===== src/rtl/keypad_pkg.sv =====
// Shared types and constants for the 4x4 hex keypad scanner.
package keypad_pkg;

    typedef enum logic [1:0] {
        IDLE,
        PRESS,
        HELD
    } state_t;

    typedef struct packed {
        logic       valid;
        logic [3:0] code;
    } cand_t;

    // Indexed {row, col}
    localparam logic [3:0] KEY_MAP [16] = '{
        4'h1, 4'h2, 4'h3, 4'hA,
        4'h4, 4'h5, 4'h6, 4'hB,
        4'h7, 4'h8, 4'h9, 4'hC,
        4'h0, 4'hF, 4'hE, 4'hD
    };

    localparam cand_t NO_KEY = '{valid: 1'b0, code: 4'h0};

endpackage


===== src/rtl/keypad_scanner_if.sv =====
// Keypad pin and decoded-key bundle between the scanner and the keypad/calculator side.
interface keypad_scanner_if;
    logic [3:0] col;
    logic [3:0] row;
    logic [3:0] key;
    logic       key_valid;
    logic       key_held;

    modport master (output col, output key, output key_valid, output key_held, input row);
    modport slave  (input col, input key, input key_valid, input key_held, output row);
endinterface


===== src/rtl/keypad_col_scan.sv =====
// Column drive, row synchronizer and per-frame single-key candidate extraction.
module keypad_col_scan
    import keypad_pkg::*;
#(
    parameter int SCAN_DIV = 50000
) (
    input  logic       clk,
    input  logic       rst,
    input  logic [3:0] row,
    output logic [3:0] col,
    output logic       frame_end,
    output cand_t      cand
);
    localparam int DW = $clog2(SCAN_DIV);

    logic [DW-1:0] dwell;
    logic [1:0]    idx;
    logic [3:0]    row_s1, row_s2;
    logic [1:0]    acc_cnt;
    logic [3:0]    acc_code;

    logic          last;
    logic [3:0]    hit;
    logic [1:0]    hit_cnt;
    logic [1:0]    hit_row;
    logic [2:0]    sum;
    logic [1:0]    tot;
    logic [3:0]    code_nxt;

    // Press counts saturate at 2: anything above one key is just "none".
    always_comb begin
        last    = (dwell == '0);
        hit     = last ? ~row_s2 : 4'h0;
        hit_cnt = 2'd0;
        hit_row = 2'd0;
        for (int r = 0; r < 4; r++) begin
            if (hit[r]) begin
                hit_row = 2'(r);
                if (hit_cnt != 2'd2) hit_cnt = hit_cnt + 2'd1;
            end
        end
        sum       = {1'b0, acc_cnt} + {1'b0, hit_cnt};
        tot       = (sum >= 3'd2) ? 2'd2 : sum[1:0];
        code_nxt  = (hit_cnt == 2'd1) ? KEY_MAP[{hit_row, idx}] : acc_code;
        frame_end = last && (idx == 2'd3);
        cand      = (tot == 2'd1) ? '{valid: 1'b1, code: code_nxt} : NO_KEY;
    end

    always_ff @(posedge clk) begin
        if (rst) begin
            row_s1   <= 4'hF;
            row_s2   <= 4'hF;
            dwell    <= DW'(SCAN_DIV - 1);
            idx      <= 2'd0;
            acc_cnt  <= 2'd0;
            acc_code <= 4'h0;
        end else begin
            row_s1 <= row;
            row_s2 <= row_s1;
            if (last) begin
                dwell <= DW'(SCAN_DIV - 1);
                idx   <= idx + 2'd1;
                if (idx == 2'd3) begin
                    acc_cnt  <= 2'd0;
                    acc_code <= 4'h0;
                end else begin
                    acc_cnt  <= tot;
                    acc_code <= code_nxt;
                end
            end else begin
                dwell <= dwell - 1'b1;
            end
        end
    end

    assign col = ~(4'b0001 << idx);

endmodule


===== src/rtl/keypad_scanner.sv =====
// 4x4 hex keypad scanner: debounce FSM (IDLE wait / PRESS qualify / HELD until release).
// Optional auto-repeat while held: define KEYPAD_REPEAT_EN.
module keypad_scanner
    import keypad_pkg::*;
#(
    parameter int SCAN_DIV        = 50000,
    parameter int DEBOUNCE_FRAMES = 4,
    parameter int REPEAT_FRAMES   = 100
) (
    input logic               clk,
    input logic               rst,
    keypad_scanner_if.master  bus
);
    localparam int CW = $clog2(DEBOUNCE_FRAMES) + 1;

    logic          frame_end;
    cand_t         cand;
    state_t        state, state_nxt;
    logic [CW-1:0] cnt, cnt_nxt, cnt_inc;
    logic [3:0]    pend, pend_nxt;
    logic [3:0]    key_r, key_nxt;
    logic          valid_r, valid_nxt;

    keypad_col_scan #(.SCAN_DIV(SCAN_DIV)) u_scan (
        .clk       (clk),
        .rst       (rst),
        .row       (bus.row),
        .col       (bus.col),
        .frame_end (frame_end),
        .cand      (cand)
    );

`ifdef KEYPAD_REPEAT_EN
    localparam int RW = $clog2(REPEAT_FRAMES) + 1;
    logic [RW-1:0] rpt, rpt_nxt;
`endif

    always_comb begin
        state_nxt = state;
        cnt_nxt   = cnt;
        pend_nxt  = pend;
        key_nxt   = key_r;
        valid_nxt = 1'b0;
        cnt_inc   = (cnt == CW'(DEBOUNCE_FRAMES)) ? cnt : cnt + 1'b1;
`ifdef KEYPAD_REPEAT_EN
        rpt_nxt   = rpt;
`endif
        if (frame_end) begin
            case (state)
                IDLE: begin
                    if (cand.valid) begin
                        pend_nxt = cand.code;
                        if (DEBOUNCE_FRAMES == 1) begin
                            key_nxt   = cand.code;
                            valid_nxt = 1'b1;
                            cnt_nxt   = '0;
                            state_nxt = HELD;
                        end else begin
                            cnt_nxt   = CW'(1);
                            state_nxt = PRESS;
                        end
                    end
                end
                PRESS: begin
                    if (!cand.valid) begin
                        cnt_nxt   = '0;
                        state_nxt = IDLE;
                    end else if (cand.code == pend) begin
                        if (cnt_inc == CW'(DEBOUNCE_FRAMES)) begin
                            key_nxt   = pend;
                            valid_nxt = 1'b1;
                            cnt_nxt   = '0;
                            state_nxt = HELD;
                        end else begin
                            cnt_nxt = cnt_inc;
                        end
                    end else begin
                        pend_nxt = cand.code;
                        cnt_nxt  = CW'(1);
                    end
                end
                HELD: begin
                    // Here cnt counts consecutive empty frames toward release.
                    if (!cand.valid) begin
                        if (cnt_inc == CW'(DEBOUNCE_FRAMES)) begin
                            cnt_nxt   = '0;
                            state_nxt = IDLE;
                        end else begin
                            cnt_nxt = cnt_inc;
                        end
                    end else begin
                        cnt_nxt = '0;
                    end
`ifdef KEYPAD_REPEAT_EN
                    if (cand.valid && cand.code == key_r) begin
                        if (rpt + 1'b1 == RW'(REPEAT_FRAMES)) begin
                            valid_nxt = 1'b1;
                            rpt_nxt   = '0;
                        end else begin
                            rpt_nxt = rpt + 1'b1;
                        end
                    end else begin
                        rpt_nxt = '0;
                    end
`endif
                end
                default: begin
                    cnt_nxt   = '0;
                    state_nxt = IDLE;
                end
            endcase
        end
`ifdef KEYPAD_REPEAT_EN
        if (state != HELD) rpt_nxt = '0;
`endif
    end

    always_ff @(posedge clk) begin
        if (rst) begin
            state   <= IDLE;
            cnt     <= '0;
            pend    <= 4'h0;
            key_r   <= 4'h0;
            valid_r <= 1'b0;
`ifdef KEYPAD_REPEAT_EN
            rpt     <= '0;
`endif
        end else begin
            state   <= state_nxt;
            cnt     <= cnt_nxt;
            pend    <= pend_nxt;
            key_r   <= key_nxt;
            valid_r <= valid_nxt;
`ifdef KEYPAD_REPEAT_EN
            rpt     <= rpt_nxt;
`endif
        end
    end

    assign bus.key       = key_r;
    assign bus.key_valid = valid_r;
    assign bus.key_held  = (state == HELD);

endmodule

===== src/flat_wrapper.sv =====
// flat-port wrapper written by rule: the top's interface ports become plain ports
module keypad_scanner_flat import keypad_pkg::*;
#(
    parameter int SCAN_DIV        = 50000,
    parameter int DEBOUNCE_FRAMES = 4,
    parameter int REPEAT_FRAMES   = 100
)
  (clk, rst, bus_col, bus_key, bus_key_valid, bus_key_held, bus_row);
  keypad_scanner_if bus_i ();
  input logic clk;
  input logic rst;
  output wire logic [$bits(bus_i.col)-1:0] bus_col;
  output wire logic [$bits(bus_i.key)-1:0] bus_key;
  output wire logic [$bits(bus_i.key_valid)-1:0] bus_key_valid;
  output wire logic [$bits(bus_i.key_held)-1:0] bus_key_held;
  input wire logic [$bits(bus_i.row)-1:0] bus_row;
  assign bus_col = bus_i.col;
  assign bus_key = bus_i.key;
  assign bus_key_valid = bus_i.key_valid;
  assign bus_key_held = bus_i.key_held;
  assign bus_i.row = bus_row;
  keypad_scanner #(.SCAN_DIV(SCAN_DIV), .DEBOUNCE_FRAMES(DEBOUNCE_FRAMES), .REPEAT_FRAMES(REPEAT_FRAMES)) u_core (.clk(clk), .rst(rst), .bus(bus_i));
endmodule

===== config.mk =====
export PLATFORM = sky130hd
export DESIGN_NAME = keypad_scanner_flat
export DESIGN_NICKNAME = d
export VERILOG_FILES = /design/src/rtl/keypad_pkg.sv /design/src/rtl/keypad_scanner_if.sv /design/src/rtl/keypad_col_scan.sv /design/src/rtl/keypad_scanner.sv /design/src/flat_wrapper.sv
export SDC_FILE = /design/constraint.sdc
export NUM_CORES = 1
export LEC_CHECK = 0
export CAP_MARGIN = 15
export CORE_MARGIN = 2
export CORE_UTILIZATION = 50
export CTS_CLUSTER_SIZE = 24
export DETAILED_ROUTE_END_ITERATION = 10
export PLACE_DENSITY = 0.69
export SYNTH_ARGS = -nofsm -noshare
export SYNTH_HDL_FRONTEND = slang
export SYNTH_SLANG_ARGS = --single-unit

===== constraint.sdc =====
create_clock -name clk -period 11.5 [get_ports clk]
set_input_delay 3.45 -clock clk [delete_from_list [all_inputs] [get_ports clk]]
set_output_delay 3.45 -clock clk [all_outputs]
set_load 0.01 [all_outputs]

# == Yosys cells after proc, flatten, opt, wreduce, memory -nomap -nowiden ==
# Memory sizes are Yosys's and may differ from the RTL's.
# Cells that the tools add are included.
# totals
reg_bits,46
romBits,64
in_bits,6
output_inout_bits,10
wordCells,94
mem_count,1
# classes
add_sub_neg,7
order_cmp,2
eq_ne,18
shifts,1
mux,37
bitwise_logic,7
reduce_logical,10
# mem_list
name,depth,word_bits,rd,rd_clocked_by_memory_dff,write_ports,line,source
(no name shown),16,4,1,0,0,keypad_col_scan.sv:44,"code_nxt = (hit_cnt == 2'd1) ? KEY_MAP[{hit_row, idx}] : acc_code;"
# op_table
operator,n
$mux 2,16
$mux 4,8
$mux 3,6
$logic_not 16->1,1
$sub 16x1->16 const B,1
$ne 2x2->1 const B,5
$reduce_and 5->1,2
$pmux 3 s3,1
$add 2x1->2 const B,4
$not 4->4,2
$pmux 4 s2,1
$eq 2x1->1 const B,3
$eq 3x3->1 const B,2
$ne 2x1->1 const B,3
$ne 3x3->1 const B,2
$pmux 2 s3,1
$reduce_and 6->1,1
$ge 5x5->1 const B,1
$mux 5,1
$not 4->5,1
$reduce_or 5->1,1
$eq 2x2->1 const B,2
$eq 4x4->1,1
$not 1->1,4
10 further kinds,12

# == Longest topological paths before layout ==
# Gate-level depths: netlist of the first run.
# logic_depth
ltp_word,21
depth_mapped,23
mapped_depth_nobuf,21

# == By module ==
# Synthesis of the first run repeated with hierarchy kept, for this count alone.
# hier_totals
cells_unflattened,298
area_unflattened_um2,2576.2
# modules_own_cells
mod,instances,cells_per_inst,area_per_inst_um2,seq_area_each_um2
keypad_col_scan,1,213,1800.5,640.6
keypad_scanner,1,85,775.7,280.3

# == Worst setup path before layout of the first run ==
# No wires, ideal clock.
# synth_timing
path_kind,reg2out
from,register u_core.u_scan.idx[0]
to,output bus_col[3]
arrival_ns,0.933
required_time_ns,8.050
path_slack_ns,7.117
path_stages_with_launch,4
n_path_buf,1
cell_sequence,dfxtp_1 -> ha_1 -> clkbuf_1 -> inv_1
# synth_between
elab_chain_len,2
# synth_lines
item,line,source
start: declaration,keypad_col_scan.sv:17,logic [1:0] idx;
start signal: assignment,keypad_col_scan.sv:62,idx <= idx + 2'd1;
$shl 1x2->4,keypad_col_scan.sv:76,assign col = ~(4'b0001 << idx);
$not 4->4,keypad_col_scan.sv:76,
end: declaration,flat_wrapper.sv:12,output wire logic [$bits(bus_i.col)-1:0] bus_col;
# Every way passes these cells.

# == Final worst setup path of the first run ==
# layout_timing
from,register u_core.u_scan.idx[0]
to,output bus_col[0]
# Same word-level chain as after synthesis.

==> flow_summary.json, run 1 <==
{
  "tightest_slew_ns": 0.598,
  "start_util_pct": 52.7,
  "peakVddDrop_mv": 0.0830,
  "critical-path-max-stage-delay_ns": 0.53,
  "cts.sinks": 46,
  "crit_arrival_ns": 1.77,
  "cts.repair.resized": 0,
  "fmax_mhz": 192,
  "grt_pass1_vias": 2174,
  "final_area_um2": 3010,
  "cts_buffer_depth": 2,
  "power_density_nw_per_um2": 100,
  "antenna_found_initial": 0,
  "routedWlPerCell_um": 14.1,
  "cts_setup_buffers": 0,
  "cp_common_cell": "inv_1",
  "grt_pass1_wl_um": 10100,
  "syn_inst": 333,
  "hold_viol": 0,
  "final.period_utilization_pct": 45.4,
  "io_buffers": 15,
  "yosysTopAreaCellShare_pct": 33.8,
  "clockRootBuffer": "clkbuf_8",
  "synth.avg_cell_area_um2": 8.18,
  "cts-buffers-inserted": 5,
  "ys_seq_elements": 46,
  "synth.area.top_cells": "dfxtp_1, a21oi_1, ha_1",
  "fp.dieH_um": 77.8,
  "grt_usage_pct": 20.4,
  "critPathLaunchType": "flop",
  "rsz0062_at_grt": "no",
  "cts_hold_buf": 0,
  "synthesis.nets": 352,
  "path_class": "flop to output port",
  "htreeDepth": 2,
  "fp.coreArea_um2": 5170,
  "yosysSeqAreaShare_pct": 33.8,
  "crit_family": "buffers and inverters",
  "synth_edf_count": 0,
  "outcome": "complete, no violations",
  "min_period_ns": 5.22,
  "yosys.area.top_type": "dfxtp_1",
  "critPathMaxFanout": 7,
  "post_dp_cell_area_um2": 2900,
  "yosysWarnings": 0,
  "area_growth_pct": 10.3,
  "die_w_um": 77.8,
  "clk_latency_ns": 0.31,
  "io_pins": 16,
  "fin_skew_ns": 0.00834,
  "final_antenna_net_count": 0,
  "cp-end-kind": "output port",
  "setup-tns-final_ns": 0,
  "cts_tree": "done",
  "ys.flop_type": "dfxtp_1",
  "slew_violations": 0,
  "post-route-util_pct": 58.1,
  "total_power_mw": 0.301,
  "drt_iter0_markers": 93,
  "dieArea_um2": 6050,
  "maxSlewHeadroom_pct": 60.0,
  "max_cap_violations": 0,
  "crit_required_ns": 8.05,
  "cp.buffers_inverters": 3,
  "rows": 26,
  "slowest_stage": "clkdlybuf4s50_1",
  "antenna_cells": 0,
  "hold_path_class": "flop to flop",
  "path_clk_slew_ns": 0.09,
  "report.final.setup_viol": 0,
  "place_hpwl_um": 4230,
  "num_vias": 2369,
  "final_nets": 360,
  "synth_area_um2": 2720,
  "crit_chain": "inv_1, ha_1, inv_1, clkdlybuf4s50_1",
  "gp_congestion": 0.795,
  "leakage_nw": 1.05,
  "synth.distinct_cells": 60,
  "viasPerCell": 5.75,
  "postSynth.asyncResetShare_pct": 0,
  "drt_first_pass_iters": 4,
  "drt_wl_total_um": 5800,
  "grt_max_degree": 36,
  "drc": 0,
  "drive_gt1_share_pct": 9.94,
  "grt_overflow": 0
}
[worst paths after layout]
check,start,to,slack (ns),depth (start not counted)
worst min-delay path,u_core.u_scan.row_s1[2]$_SDFF_PP1_,u_core.u_scan.row_s2[2]$_SDFF_PP1_,0.41,1
worst min register to register,u_core.u_scan.row_s1[2]$_SDFF_PP1_,u_core.u_scan.row_s2[2]$_SDFF_PP1_,0.41,1
worst max-delay path,u_core.u_scan.idx[0]$_SDFFE_PP0N_,bus_col[0],6.28,4
worst max register to register,u_core.u_scan.dwell[6]$_SDFF_PP1_,u_core.pend[1]$_SDFFE_PP0P_,6.66,18
[power by group]
group	internal (mW)	leakage (nW)	switching, mW
registers	0.162	0.373	0.00270
clock network	0.0649	0.0514	0.0579
logic	0.00642	0.623	0.00762
[layout make-up]
cell class / instances / area (um^2)
clock buffers: 6 / 72.6
clock inverters: 2 / 37.5
fillers: 506 / 2170
inverters: 19 / 71.3
multi-input cells: 253 / 1660
flip-flops and latches: 46 / 921
well taps: 70 / 87.6
repair buffers: 16 / 158
[registers in the layout, summed over array words and instances (netlist names), 3 cells and up]
register / flops
u_core.bus.key: 4
u_core.cnt: 3
u_core.pend: 4
u_core.u_scan.acc_code: 4
u_core.u_scan.dwell: 16
u_core.u_scan.row_s1: 4
u_core.u_scan.row_s2: 4
[cells in the mapped netlist (7+ instances only)]
cell,number
or2_2,8
inv_1,19
or3_1,7
dfxtp_1,46
o21ai_0,7
nand2_1,37
ha_1,12
nand4_1,9
xnor2_1,10
a21oi_1,31
clkbuf_1,10
nor3_1,17
nor2_1,31
[metal layers]
| layer | part of all wire, % | up-vias | GRT usage [%] |
|---|---|---|---|
| met2 | 49 | 30 | 34.8 |
| met4 | 0.65 | 0 | 5.71 |
| li1 | - | 1195 | - |
| met5 | 0 | - | 0 |
| met3 | 3.3 | 4 | 3.49 |
| met1 | 47 | 1140 | 26.5 |
[cell usage in the layout (no fill, tap or decap), drive strengths merged, types with 2 or more instances in the layout]
master,netlist,final
o21ai,7,7
nor3b,2,2
o21a,2,2
o32ai,2,2
xor2,4,4
o31ai,6,6
nor3,17,17
o211ai,3,3
xnor2,10,10
nand3,5,5
nand4,10,10
nand2,37,37
mux2,3,3
o21bai,2,2
or3,8,8
and3,3,3
or2,8,8
nand2b,4,4
dfxtp,46,46
mux2i,6,6
a21oi,33,33
nor2b,5,5
and2,2,2
a31oi,3,3
clkbuf,10,6
and4,2,2
ha,12,12
nor2,31,31
nand3b,2,2
inv,19,19
nor4,7,7
clkdlybuf4s50,0,15
[worst reg2reg max path: cells and delay by family, from the launching register on]
kind,cells,cell delay (ns)
buf+inv,2,0.08
flops,1,0.38
mux,2,0.42
simple gates,7,2.28
compound gates,3,0.47
fa+ha+maj,4,1.10
[kinds of logic after synthesis]
logic type,Yosys count,share of synthesized area (%)
adder cells (fa/ha/maj),13,6.25
flip-flops,46,33.8
XOR/XNOR,14,4.50
multiplexers,9,3.72
buffers and inverters,34,5.33
AND/OR/NAND/NOR,147,28.8
AO/OA/AOI/OAI,70,17.6
[metrics by stage]
stage | instances | hold WS [ns] | setup slack [ns]
after floorplan | 333 | 0.384 | 7.12
after global placement | 404 | 0.391 | 6.63
after detailed placement | 404 | 0.398 | 6.60
after CTS | 412 | 0.419 | 6.26
after global routing | 412 | 0.446 | 6.17
final | 412 | 0.410 | 6.28
(Power assumes the default switching activity.)
==> run 2: changes to the inputs <==
- PLACE_DENSITY: 0.69 -> 0.71
- clock period: 11.5 -> 4.6 ns (I/O delays scaled with it)
==> run 2 against run 1 <==
Net effect:
- clock skew down 0.0045 ns
- power up 130%
- cell area up 5.1%
- sequential share of layout area down 1.5 points
- clock power up 100%
- hold slack better by 0.0032 ns
- non-clock buffer count up 8
- sequential cell count unchanged
- routed wire length up 4.8%
- largest power group unchanged
- highest routed layer unchanged
==> flow_summary.json, run 2 (synthesis results as in run 1) <==
{
  "slowest_stage": "fa_2",
  "antenna_cells": 0,
  "cts.sinks": 46,
  "dieArea_um2": 6050,
  "netSwitchingPower_mw": 0.168,
  "outcome": "complete, no violations",
  "drt_iter0_markers": 189,
  "clkPwrFrac_pct": 35.6,
  "final_common_cell": "dfxtp_1",
  "largest_reg_flops": 16,
  "place_hpwl_um": 4310,
  "crit_required_ns": 4.80,
  "maxSlewHeadroom_pct": 53.1,
  "routedWlPerCell_um": 14.4,
  "rows": 26,
  "grt_usage_pct": 20.1,
  "min_period_ns": 4.35,
  "leakage_nw": 1.09,
  "viasPerCell": 5.72,
  "clockRootBuffer": "clkbuf_8",
  "grt_max_degree": 25,
  "clk_latency_ns": 0.30,
  "worstSetupStartpoint": "u_core.u_scan.dwell[11]$_SDFF_PP0_",
  "final.period_utilization_pct": 94.5,
  "antenna_found_initial": 0,
  "drive_gt1_share_pct": 17.1,
  "fin_cells": 421,
  "area_growth_pct": 16.0,
  "slew_violations": 0,
  "drt_wl_total_um": 6080,
  "combPwrFrac_pct": 5.4,
  "grt_pass1_wl_um": 9960,
  "report.final.setup_viol": 0,
  "hold_path_class": "flop to flop",
  "cts-buffers-inserted": 5,
  "p_seq_share_pct": 59.0,
  "fp.coreArea_um2": 5170,
  "hp-start": "u_core.u_scan.row_s1[2]$_SDFF_PP1_",
  "r2r-start": "u_core.u_scan.dwell[11]$_SDFF_PP0_",
  "cts_buffer_depth": 2,
  "grt_overflow": 0,
  "io_pins": 16,
  "setup-tns-final_ns": 0,
  "swShare_pct": 24.1,
  "htreeDepth": 2,
  "post-route-util_pct": 61.1,
  "grt_pass1_vias": 2200,
  "crit_arrival_ns": 4.54,
  "critPathMaxFanout": 7,
  "most-common-layout-cells": "dfxtp_1, nand2_1, nor2_1, a21oi_1, inv_1",
  "path_class": "flop to flop",
  "gp_congestion": 0.891,
  "fin_skew_ns": 0.00385,
  "max_cap_violations": 0,
  "io_buffers": 15,
  "cts_hold_buf": 0,
  "max_flop_register": "u_core.u_scan.dwell",
  "path_clk_slew_ns": 0.09,
  "drc": 0,
  "cp-end-kind": "flop",
  "dp.cells": 408,
  "num_vias": 2407,
  "hold_viol": 0,
  "drt_first_pass_iters": 5,
  "fmax_mhz": 230,
  "start_util_pct": 52.7,
  "power_density_nw_per_um2": 221,
  "die_w_um": 77.8,
  "cts_tree": "done",
  "critPathLaunchType": "flop",
  "tightest_slew_ns": 0.702,
  "crit_chain": "nor4_2, and4_2, nand2b_1, mux2i_1, ha_2, inv_1, mux2i_1, ha_1, inv_1, fa_2, nand3_4, or3_4, o211ai_2, o2111a_2, a21oi_4, mux2_4",
  "critical-path-max-stage-delay_ns": 0.62,
  "p_int_mw": 0.529,
  "peakVddDrop_mv": 0.181,
  "final_antenna_net_count": 0,
  "final_nets": 369,
  "fp.dieH_um": 77.8
}
[run 2: changes by cell type in the layout (fill, tap and decap cells not counted), moves of 2 or more]
cell / change
inv_2: +2
buf_4: +8
a21oi_1: -2
or3_4: +2
inv_1: -2
ha_1: -2
or3_1: -2
[run 2: final timing paths]
path | endpoint | slack [ns] | cells after the start
setup / recovery | u_core.pend[1]$_SDFFE_PP0P_ | 0.25 | 16
hold / removal | u_core.u_scan.row_s2[2]$_SDFF_PP1_ | 0.41 | 1
setup reg to reg | u_core.pend[1]$_SDFFE_PP0P_ | 0.25 | 16
hold reg to reg | u_core.u_scan.row_s2[2]$_SDFF_PP1_ | 0.41 | 1
[run 2: what timing repair did]
item	4_1_cts	5_1_grt
setup buffers	0	4
resized for setup	0	24
setup endpoints to repair	0	12
[run 2: final cells by class]
class                      instances  area (um^2)
clock buffer                       6         72.6
clock inverter                     2         13.8
fill                             459         2010
inverter                          19         71.3
multi-input combinational        254         1770
sequential                        46          922
tap                               70         87.6
timing repair buffer              24          218
[run 2: worst max-delay path, delay by kind of cell, from the launching register on]
family | cells | cell delay, ns
muxes | 3 | 0.67
buffers and inverters | 2 | 0.09
AOI/OAI and AO/OA | 3 | 0.68
and+or+nand+nor | 5 | 1.39
DFF | 1 | 0.38
adders and majority gates | 3 | 1.00
[run 2: per-stage QoR]
stage | power (mW) | setup WS (ns) | hold WS, ns | instance area [um^2]
finish | 0.697 | 0.252 | 0.413 | 3160
global route | 0.729 | -0.00159 | 0.434 | 3160
CTS | 0.700 | 0.0406 | 0.415 | 3010
detailed placement | 0.456 | 0.0632 | 0.394 | 2930
global placement | 0.454 | 0.254 | 0.392 | 2930
floorplan | 0.444 | 0.395 | 0.384 | 2720
[run 2: power by group through the flow]
stage          Clock [mW]  Combinational, mW  Sequential [mW]
2_1_floorplan           0             0.0270            0.417
3_3_place_gp            0             0.0342            0.420
3_5_place_dp            0             0.0354            0.420
4_1_cts             0.253             0.0354            0.411
5_1_grt             0.274             0.0430            0.412
6_report            0.248             0.0376            0.411
[run 2: metal layers]
metal	vias to the layer above	track usage, %	share of wire (%)
met3	7	3.14	3.9
met2	55	35.5	51
met5	-	0	0
met4	0	5.54	1.2
li1	1222	-	-
met1	1123	25.3	44
